## config.mk

```make
export PLATFORM = sky130hd
export DESIGN_NAME = instr_fetch_flat
export DESIGN_NICKNAME = d
export VERILOG_FILES = /design/src/rtl/dptr_pkg.sv /design/src/rtl/instr_fetch_if.sv /design/src/rtl/instr_fetch.sv /design/src/flat_wrapper.sv
export SDC_FILE = /design/constraint.sdc
export NUM_CORES = 1
export LEC_CHECK = 0
export ABC_AREA = 1
export ABC_CLOCK_PERIOD_IN_PS = 3640
export CAP_MARGIN = 25
export CORE_MARGIN = 2
export CORE_UTILIZATION = 53
export CTS_CLUSTER_DIAMETER = 100
export DETAILED_ROUTE_END_ITERATION = 8
export GPL_TIMING_DRIVEN = 0
export HOLD_SLACK_MARGIN = 0.12
export PLACE_DENSITY = 0.94
export SYNTH_ARGS = -nofsm -noshare
export SYNTH_HDL_FRONTEND = slang
export SYNTH_SLANG_ARGS = --single-unit
```

## constraint.sdc

```tcl
create_clock -name clk -period 3.64 [get_ports clk]
set_input_delay 0.364 -clock clk [delete_from_list [all_inputs] [get_ports clk]]
set_output_delay 0.364 -clock clk [all_outputs]
set_load 0.03 [all_outputs]
```

## src/rtl/dptr_pkg.sv

```systemverilog
// Shared datapath definitions: fetch FSM states, HALT opcode and opcode field bounds.
`default_nettype none

package dptr_pkg;

  localparam logic [5:0] HALT_OPCODE = 6'h3F;
  localparam int         OPC_MSB     = 31;
  localparam int         OPC_LSB     = 26;

  typedef enum logic [1:0] {
    IDLE = 2'd0,
    RUN  = 2'd1,
    HALT = 2'd2
  } fetch_state_t;

  function automatic logic [OPC_MSB-OPC_LSB:0] opcode_of(input logic [31:0] word);
    return word[OPC_MSB:OPC_LSB];
  endfunction

endpackage

`default_nettype wire

```

## src/rtl/instr_fetch_if.sv

```systemverilog
// Fetch-unit bus: control inputs, instruction memory port and datapath-facing outputs.
`default_nettype none

interface instr_fetch_if #(
  parameter int AW = 6
);
  logic          start;
  logic          stall;
  logic [AW-1:0] imem_addr;
  logic [31:0]   imem_rdata;
  logic [31:0]   instr;
  logic          instr_valid;
  logic [31:0]   pc;
  logic          halted;
  logic [15:0]   fetch_count;

  modport master (
    input  start, stall, imem_rdata,
    output imem_addr, instr, instr_valid, pc, halted, fetch_count
  );

  modport slave (
    output start, stall, imem_rdata,
    input  imem_addr, instr, instr_valid, pc, halted, fetch_count
  );
endinterface

`default_nettype wire

```

## src/rtl/instr_fetch.sv

```systemverilog
// Instruction fetch sequencer: owns the PC, reads a combinational-read instruction
// memory and issues one registered instruction per non-stalled RUN cycle.
`default_nettype none

module instr_fetch
  import dptr_pkg::*;
#(
  parameter int IMEM_DEPTH = 64,
  parameter int AW         = $clog2(IMEM_DEPTH)
) (
  input  logic          clk,
  input  logic          rst_n,
  instr_fetch_if.master bus
);

  localparam logic [31:0] LAST_ADDR = 32'((IMEM_DEPTH - 1) * 4);

  fetch_state_t state;
  logic [31:0]  pc_q;
  logic [31:0]  instr_q;
  logic         valid_q;
  logic         halted_q;
  logic [15:0]  count_q;

  logic [31:0]  next_pc;
  logic         is_halt_word;

  // PC wraps to word 0 straight after the last word, so no bubble at the boundary.
  assign next_pc      = (pc_q == LAST_ADDR) ? 32'd0 : pc_q + 32'd4;
  assign is_halt_word = (opcode_of(bus.imem_rdata) == HALT_OPCODE);

  always_ff @(posedge clk or negedge rst_n) begin
    if (!rst_n) begin
      state    <= IDLE;
      pc_q     <= 32'd0;
      instr_q  <= 32'd0;
      valid_q  <= 1'b0;
      halted_q <= 1'b0;
      count_q  <= 16'd0;
    end else begin
      case (state)
        IDLE: begin
          pc_q     <= 32'd0;
          instr_q  <= 32'd0;
          valid_q  <= 1'b0;
          halted_q <= 1'b0;
          if (bus.start) begin
            count_q <= 16'd0;
            state   <= RUN;
          end
        end

        RUN: begin
          // Stall freezes everything, including halt detection.
          if (!bus.stall) begin
            if (is_halt_word) begin
              instr_q  <= 32'd0;
              valid_q  <= 1'b0;
              halted_q <= 1'b1;
              state    <= HALT;
            end else begin
              instr_q <= bus.imem_rdata;
              valid_q <= 1'b1;
              pc_q    <= next_pc;
              if (count_q != 16'hFFFF) begin
                count_q <= count_q + 16'd1;
              end
            end
          end
        end

        HALT: begin
          instr_q <= 32'd0;
          valid_q <= 1'b0;
          if (bus.start) begin
            pc_q     <= 32'd0;
            count_q  <= 16'd0;
            halted_q <= 1'b0;
            state    <= RUN;
          end
        end

        default: begin
          state <= IDLE;
        end
      endcase
    end
  end

  assign bus.imem_addr   = pc_q[AW+1:2];
  assign bus.instr       = instr_q;
  assign bus.instr_valid = valid_q;
  assign bus.pc          = pc_q;
  assign bus.halted      = halted_q;
  assign bus.fetch_count = count_q;

endmodule

`default_nettype wire

```

## src/flat_wrapper.sv

```systemverilog
// flat-port wrapper written by rule: the top's interface ports become plain ports
module instr_fetch_flat import dptr_pkg::*;
#(
  parameter int IMEM_DEPTH = 64,
  parameter int AW         = $clog2(IMEM_DEPTH)
)
  (clk, rst_n, bus_start, bus_stall, bus_imem_rdata, bus_imem_addr, bus_instr, bus_instr_valid, bus_pc, bus_halted, bus_fetch_count);
  instr_fetch_if #(.AW(AW)) bus_i ();
  input  logic clk;
  input  logic rst_n;
  input wire logic [$bits(bus_i.start)-1:0] bus_start;
  input wire logic [$bits(bus_i.stall)-1:0] bus_stall;
  input wire logic [$bits(bus_i.imem_rdata)-1:0] bus_imem_rdata;
  output wire logic [$bits(bus_i.imem_addr)-1:0] bus_imem_addr;
  output wire logic [$bits(bus_i.instr)-1:0] bus_instr;
  output wire logic [$bits(bus_i.instr_valid)-1:0] bus_instr_valid;
  output wire logic [$bits(bus_i.pc)-1:0] bus_pc;
  output wire logic [$bits(bus_i.halted)-1:0] bus_halted;
  output wire logic [$bits(bus_i.fetch_count)-1:0] bus_fetch_count;
  assign bus_i.start = bus_start;
  assign bus_i.stall = bus_stall;
  assign bus_i.imem_rdata = bus_imem_rdata;
  assign bus_imem_addr = bus_i.imem_addr;
  assign bus_instr = bus_i.instr;
  assign bus_instr_valid = bus_i.instr_valid;
  assign bus_pc = bus_i.pc;
  assign bus_halted = bus_i.halted;
  assign bus_fetch_count = bus_i.fetch_count;
  instr_fetch #(.IMEM_DEPTH(IMEM_DEPTH), .AW(AW)) u_core (.clk(clk), .rst_n(rst_n), .bus(bus_i));
endmodule
```

==> key figures, run 1 <==
Run status
  – Outcome: finished, final reports clean

Power
  – Int Pwr: 0.001861 W
  – Switching part of the total: 35.50%
  – Combinational Power Share: 32.0%
  – Pwr Total: 0.002885 W
  – Sw Pwr: 0.001024 W
  – Lkg Pwr: 2.962 nW
  – Clock Power Share: 28.8%
  – Pwr dens: 453.9 nW/um2
  – Maximum VDD drop: 0.3827 mV
  – Flop pwr share: 39.2%

Setup path
  – Dominant delay contributor by cell family on the critical path: buffers and inverters
  – Crit end category: primary output
  – Critical path arrival: 1.68 ns
  – Worst path slowest cell: clkdlybuf4s50_1
  – Largest stage delay, worst path: 0.67 ns
  – CP Cell Sequence: buf_4 > clkdlybuf4s50_1
  – CP Buf/Inv Count: 2
  – Crit path kind: reg -> out
  – WP data required: 3.28 ns
  – CP max FO: 7
  – Startpoint Class: register

Die
  – Row cnt: 34
  – Core area: 8678 um2
  – Ports: 124
  – Die H: 98.39 um
  – Initial Util: 54.41%
  – Die ar.: 9681 um2
  – Die width: 98.39 um

Clocking
  – CTS buffer count: 9
  – Worst-path clk slew: 0.09 ns
  – CTS tree: yes
  – Clk Latency, worst-skew pair: 0.37 ns
  – Clock buffer depth: 2
  – Num Clock Sinks: 82
  – Root Buffer: clkbuf_8
  – CTS resizes: 0
  – # H-tree levels: 3

Finish
  – Area Growth Syn to Fin: 34.58%
  – NumNets Final: 840
  – Layout cells sized above 1: 7.072%
  – N_diodes: 0
  – Final Cell Area: 6355 um2
  – Final Util: 73.23%

Synth
  – Netlist cell types: 35
  – Synth area leaders: dfrtp_1, nand2_1, nor2_1
  – Synth Register Bits: 82
  – EDFF count, synth: 0
  – Area of the mapped netlist: 4722 um2
  – Post-Syn Instances: 666
  – Seq/Total Area, Yosys: 43.46%
  – Ys flop type: dfrtp_1
  – YS warnings: 0
  – Syn Area/Cell: 7.090 um2
  – Asr flop ratio synth: 100.0%
  – Cell taking the most area after synthesis: dfrtp_1
  – Top-area cell type share of the netlist area: 43.46%

Timing
  – Worst slew pin tran: 0.5785 ns
  – Period utilization: 56.05%
  – FMAX: 490.1 MHz
  – Slew headroom: 61.43%
  – # setup viols final: 0
  – Fin. max-slew vios: 0
  – Minimum clock period: 2.040 ns
  – Final hold vios: 0
  – RSZ-0062 raised after global routing: no
  – Worst-case clock skew: 0.009546 ns

Routing
  – Post-route DRC: 0
  – DRT antenna net count: 0
  – Post-DR wirelength/cell: 15.64 um
  – Vias/cell: 5.409
  – DR pass1 iterations: 5
  – Vias: 4944
  – 1st-iter DRT viols: 381
  – Total Wirelength: 14.29 mm

Run
  – Maxcap violations: 0

Global routing
  – Global-route wire length before repair: 23.28 mm
  – Antenna violations before repair: 0
  – Largest net degree at the start of global routing: 65
  – Vias in the first global route: 4848
  – GRT Total Usage: 29.90%
  – Grt ovf: 0

Place
  – Post-Place Cell Area: 6097 um2
  – Buffers on Ports: 121
  – Post-DP HPWL: 10.44 mm
  – Routability cong.: 0.9577

Worst hold path
  – Worst min-delay path class: in -> async
==> routing by layer <==
metal,global-route usage [%],up-vias,wire length [um]
met5,0,-,0
met4,11.17,0,395
met3,5.727,39,957
met2,51.13,188,7226
met1,37.70,2361,5715
li1,-,2356,-
==> path summary, 6_finish.rpt <==
| check | from | to | slack, ns | cells past startpoint |
|---|---|---|---|---|
| worst max register to register | u_core.bus.pc[3] | u_core.bus.pc[10] | 1.69 | 8 |
| min in group clk | u_core.bus.instr[30] | u_core.bus.instr[30] | 0.54 | 2 |
| worst min register to register | u_core.bus.instr[30] | u_core.bus.instr[30] | 0.54 | 2 |
| max in group asynchronous | rst_n | u_core.bus.pc[29] | 2.61 | 3 |
| worst max-delay path | u_core.bus.pc[4] | bus_pc[4] | 1.60 | 2 |
| worst min-delay path | rst_n | u_core.bus.instr[11] | 0.41 | 2 |
==> final cells by class <==
class	count	area (um2)
sequential	82	2052
fill	667	2323
timing repair buffer	123	1246
tap	108	135.1
inverter	80	307.8
multi-input combinational	479	2192
buffer	26	173.9
clock inverter	7	123.9
clock buffer	9	123.9
==> cell usage in the layout, fill, tap and decap left out, types with 3 or more instances in the layout <==
master           synthesis  layout
ha_1                     3       3
clkbuf_1                 3       3
nor2_4                   4       4
nand3_2                  4       4
dfrtp_1                 82      82
nor2_1                  80      80
nand4_1                 30      30
buf_2                    7       7
nand2_1                240     240
a21oi_1                  3       3
inv_6                    1       3
clkbuf_8                 0       9
bufinv_16                0       3
inv_1                   75      75
nand3_1                 33      33
o21ai_1                 12      12
clkdlybuf4s50_1          0     120
o21ai_0                 44      44
xor2_1                  10      10
buf_4                   11      12
==> per-stage QoR <==
step,worst slack (ns),setup TNS (ns),cells,hold slack [ns]
finish,1.600,0,914,0.4148
global route,1.511,0,914,0.4293
CTS,1.598,0,914,0.4153
detailed placement,1.579,0,897,0.2632
global placement,-0.6970,-56.68,896,0.5132
floorplan,1.927,0,667,0.06841
==> cell families (layout without fill, tap and decap cells) <==
family                     Yosys count  in the layout  synth area share (%)
buffers and inverters              106            245                 10.20
DFF                                 82             82                 43.46
xor gates and xnor gates            12             12                 2.226
adders and majority gates            3              3                0.7950
other                                1              2               0.07942
and+or+nand+nor                    398            398                 36.20
AOI/OAI and AO/OA                   64             64                 7.048
==> power groups by stage <==
stage / logic [W] / clock network (W) / registers, W
CTS: 0.000926 / 0.000837 / 0.00113
global placement: 0.000891 / 0 / 0.00114
floorplan: 0.000335 / 0 / 0.00132
finish: 0.000922 / 0.000831 / 0.00113
detailed placement: 0.000919 / 0 / 0.00114
global route: 0.000982 / 0.000872 / 0.00114
==> Yosys cell counts (2+ instances only) <==
cell,n
nand3_1,33
nand3_2,4
o21ai_2,2
buf_2,7
nand3b_1,2
inv_1,75
nand4_1,30
nand2_1,240
inv_2,2
nor2_4,4
buf_1,2
dfrtp_1,82
ha_1,3
clkbuf_1,3
o21ai_1,12
o21ai_0,44
xor2_1,10
xnor2_1,2
buf_4,11
buf_6,2
a21oi_1,3
nor2_1,80
==> flip-flops by register name (all words and copies together) (netlist names) <==
| signal | cells |
|---|---|
| u_core.bus.fetch_count | 16 |
| u_core.state | 2 |
| u_core.bus.pc | 30 |
| u_core.bus.instr | 32 |
| u_core.bus.instr_valid | 1 |
| u_core.bus.halted | 1 |
==> what timing repair did <==
| item | CTS | global route |
|---|---|---|
| setup buffers | 0 | 0 |
| endpoints found under the hold margin | 18 | 0 |
| hold buffers | 1 | 0 |
Note: power is estimated with default switching activity, not from simulation.
==> run 2, diff against run 1 <==
Settings changed: ABC_CLOCK_PERIOD_IN_PS 3640 to 1700, CORE_UTILIZATION 53 to 45, PLACE_DENSITY 0.94 to 0.86.
Clock period 3.64 ns to 1.7 ns, I/O delays scaled along.
==> key figures, run 2 (synthesis gave the netlist of run 1 again) <==
Routing
  – Post-DR wirelength/cell: 13.73 um
  – 1st-iter DRT viols: 278
  – Total Wirelength: 13.00 mm
  – Post-route DRC: 0
  – Vias: 4804
  – DR pass1 iterations: 5
  – Vias/cell: 5.073
  – DRT antenna net count: 0

Setup path
  – Critical path arrival: 1.49 ns
  – WP data required: 1.53 ns
  – Crit end category: primary output
  – Crit path kind: reg -> out
  – Largest stage delay, worst path: 0.70 ns
  – Dominant delay contributor by cell family on the critical path: buffers and inverters
  – CP max FO: 4
  – Startpoint Class: register
  – CP Buf/Inv Count: 1
  – CP Cell Sequence: clkdlybuf4s50_1
  – Worst path slowest cell: clkdlybuf4s50_1

Timing
  – Worst-case clock skew: 0.01163 ns
  – Min Hold Slack: 0.3163 ns
  – Fin. max-slew vios: 0
  – # setup viols final: 0
  – Minimum clock period: 1.663 ns
  – Worst slew pin tran: 0.5351 ns
  – FMAX: 601.2 MHz
  – Period utilization: 97.84%
  – Final hold vios: 0
  – Slew headroom: 64.32%

Finish
  – Final Cell Area: 6454 um2
  – Max reg flops: 32
  – N_diodes: 0
  – Most frequent cells in the layout: nand2_1, nor2_1, dfrtp_1
  – NumNets Final: 845
  – Layout cells sized above 1: 9.618%
  – Multi-input gate area: 2236 um2
  – Area Growth Syn to Fin: 36.67%
  – Most common library cell in the layout ignoring fill and taps: nand2_1
  – Number of fill cells: 929
  – Sequential cell area: 2059 um2

Clocking
  – # H-tree levels: 3
  – CTS buffer count: 9
  – Clock buffer depth: 2
  – Num Clock Sinks: 82
  – Clk Latency, worst-skew pair: 0.37 ns
  – Worst-path clk slew: 0.09 ns
  – Root Buffer: clkbuf_8
  – CTS tree: yes

Power
  – Pwr Total: 0.005987 W
  – Maximum VDD drop: 0.8258 mV
  – Pwr dens: 927.7 nW/um2
  – Lkg Pwr: 3.322 nW

Global routing
  – Global-route wire length before repair: 21.41 mm
  – Antenna violations before repair: 0
  – Grt ovf: 0
  – Vias in the first global route: 4519
  – GRT Total Usage: 23.51%
  – Largest net degree at the start of global routing: 45

Run status
  – Outcome: finished, final reports clean

Worst hold path
  – Worst min-delay path class: in -> async

Place
  – Buffers on Ports: 121
  – Post-Place Cell Area: 6137 um2
  – Post-DP HPWL: 9.379 mm
  – Routability cong.: 0.9589

Die
  – Ports: 124
  – Row cnt: 37
  – Die ar.: 11330 um2
  – Core area: 10280 um2
  – Die width: 106.4 um
  – Die H: 106.4 um
  – Initial Util: 45.95%

Run
  – Maxcap violations: 0
[run 2: changes by cell type in the layout (fill, tap and decap cells not counted), sizes merged, moves of 4 or more]
cell,before,now
dlymetal6s2s,0,11
dlygate4sd2,0,36
buf,25,29
clkdlybuf4s50,120,73
[run 2: power breakdown]
part           internal, W  switching, W  leakage (nW)
Sequential         0.00217      0.000252          1.06
Clock             0.000843      0.000808         0.112
Combinational     0.000774       0.00114          2.15
Total              0.00379       0.00220          3.32
[run 2: layout make-up]
class,count,area share (%)
buffer,26,2.927
clock buffer,9,1.919
clock inverter,7,1.570
inverter,80,4.769
multi-input combinational,479,34.65
sequential,82,31.91
tap,136,2.637
timing repair buffer,128,19.62
[run 2: what timing repair did]
item | 4_1_cts | 5_1_grt
hold endpoints to repair | 38 | 0
pin swaps | 1 | 2
gates resized for setup | 37 | 33
setup endpoints to repair | 41 | 83
setup buffers | 3 | 2
hold buffers | 1 | 0
[run 2: worst paths after layout]
path / startpoint / slack, ns / end / depth (start not counted)
min in group clk: bus_imem_rdata[0] / 0.34 / u_core.bus.instr[0] / 3
max: u_core.bus.fetch_count[4] / 0.04 / bus_fetch_count[4] / 1
min reg2reg: u_core.bus.instr[0] / 0.53 / u_core.bus.instr[0] / 2
max reg2reg: u_core.bus.fetch_count[8] / 0.11 / u_core.bus.fetch_count[1] / 9
min: rst_n / 0.32 / u_core.bus.instr[10] / 2
max in group asynchronous: rst_n / 0.77 / u_core.bus.pc[5] / 3
[run 2: through the flow]
| stage | cells | setup slack (ns) | TNS [ns] | utilization [%] |
|---|---|---|---|---|
| 4_1_cts | 945 | 0.002861 | 0 | 61.81 |
| 5_1_grt | 947 | -0.02191 | -0.03782 | 62.80 |
| 3_5_place_dp | 925 | -0.1649 | -4.356 | 59.72 |
| 6_report | 947 | 0.03677 | 0 | 62.80 |
| 2_1_floorplan | 667 | 0.1024 | 0 | - |
| 3_3_place_gp | 924 | -2.794 | -209.18 | 59.47 |
[run 2: routing by layer]
metal | track usage (%) | wire, um | share of wire (%)
met5 | 0 | 0 | 0
met2 | 38.74 | 6273 | 48
met1 | 30.81 | 5561 | 43
met3 | 4.782 | 839 | 6.5
met4 | 8.256 | 328 | 2.5
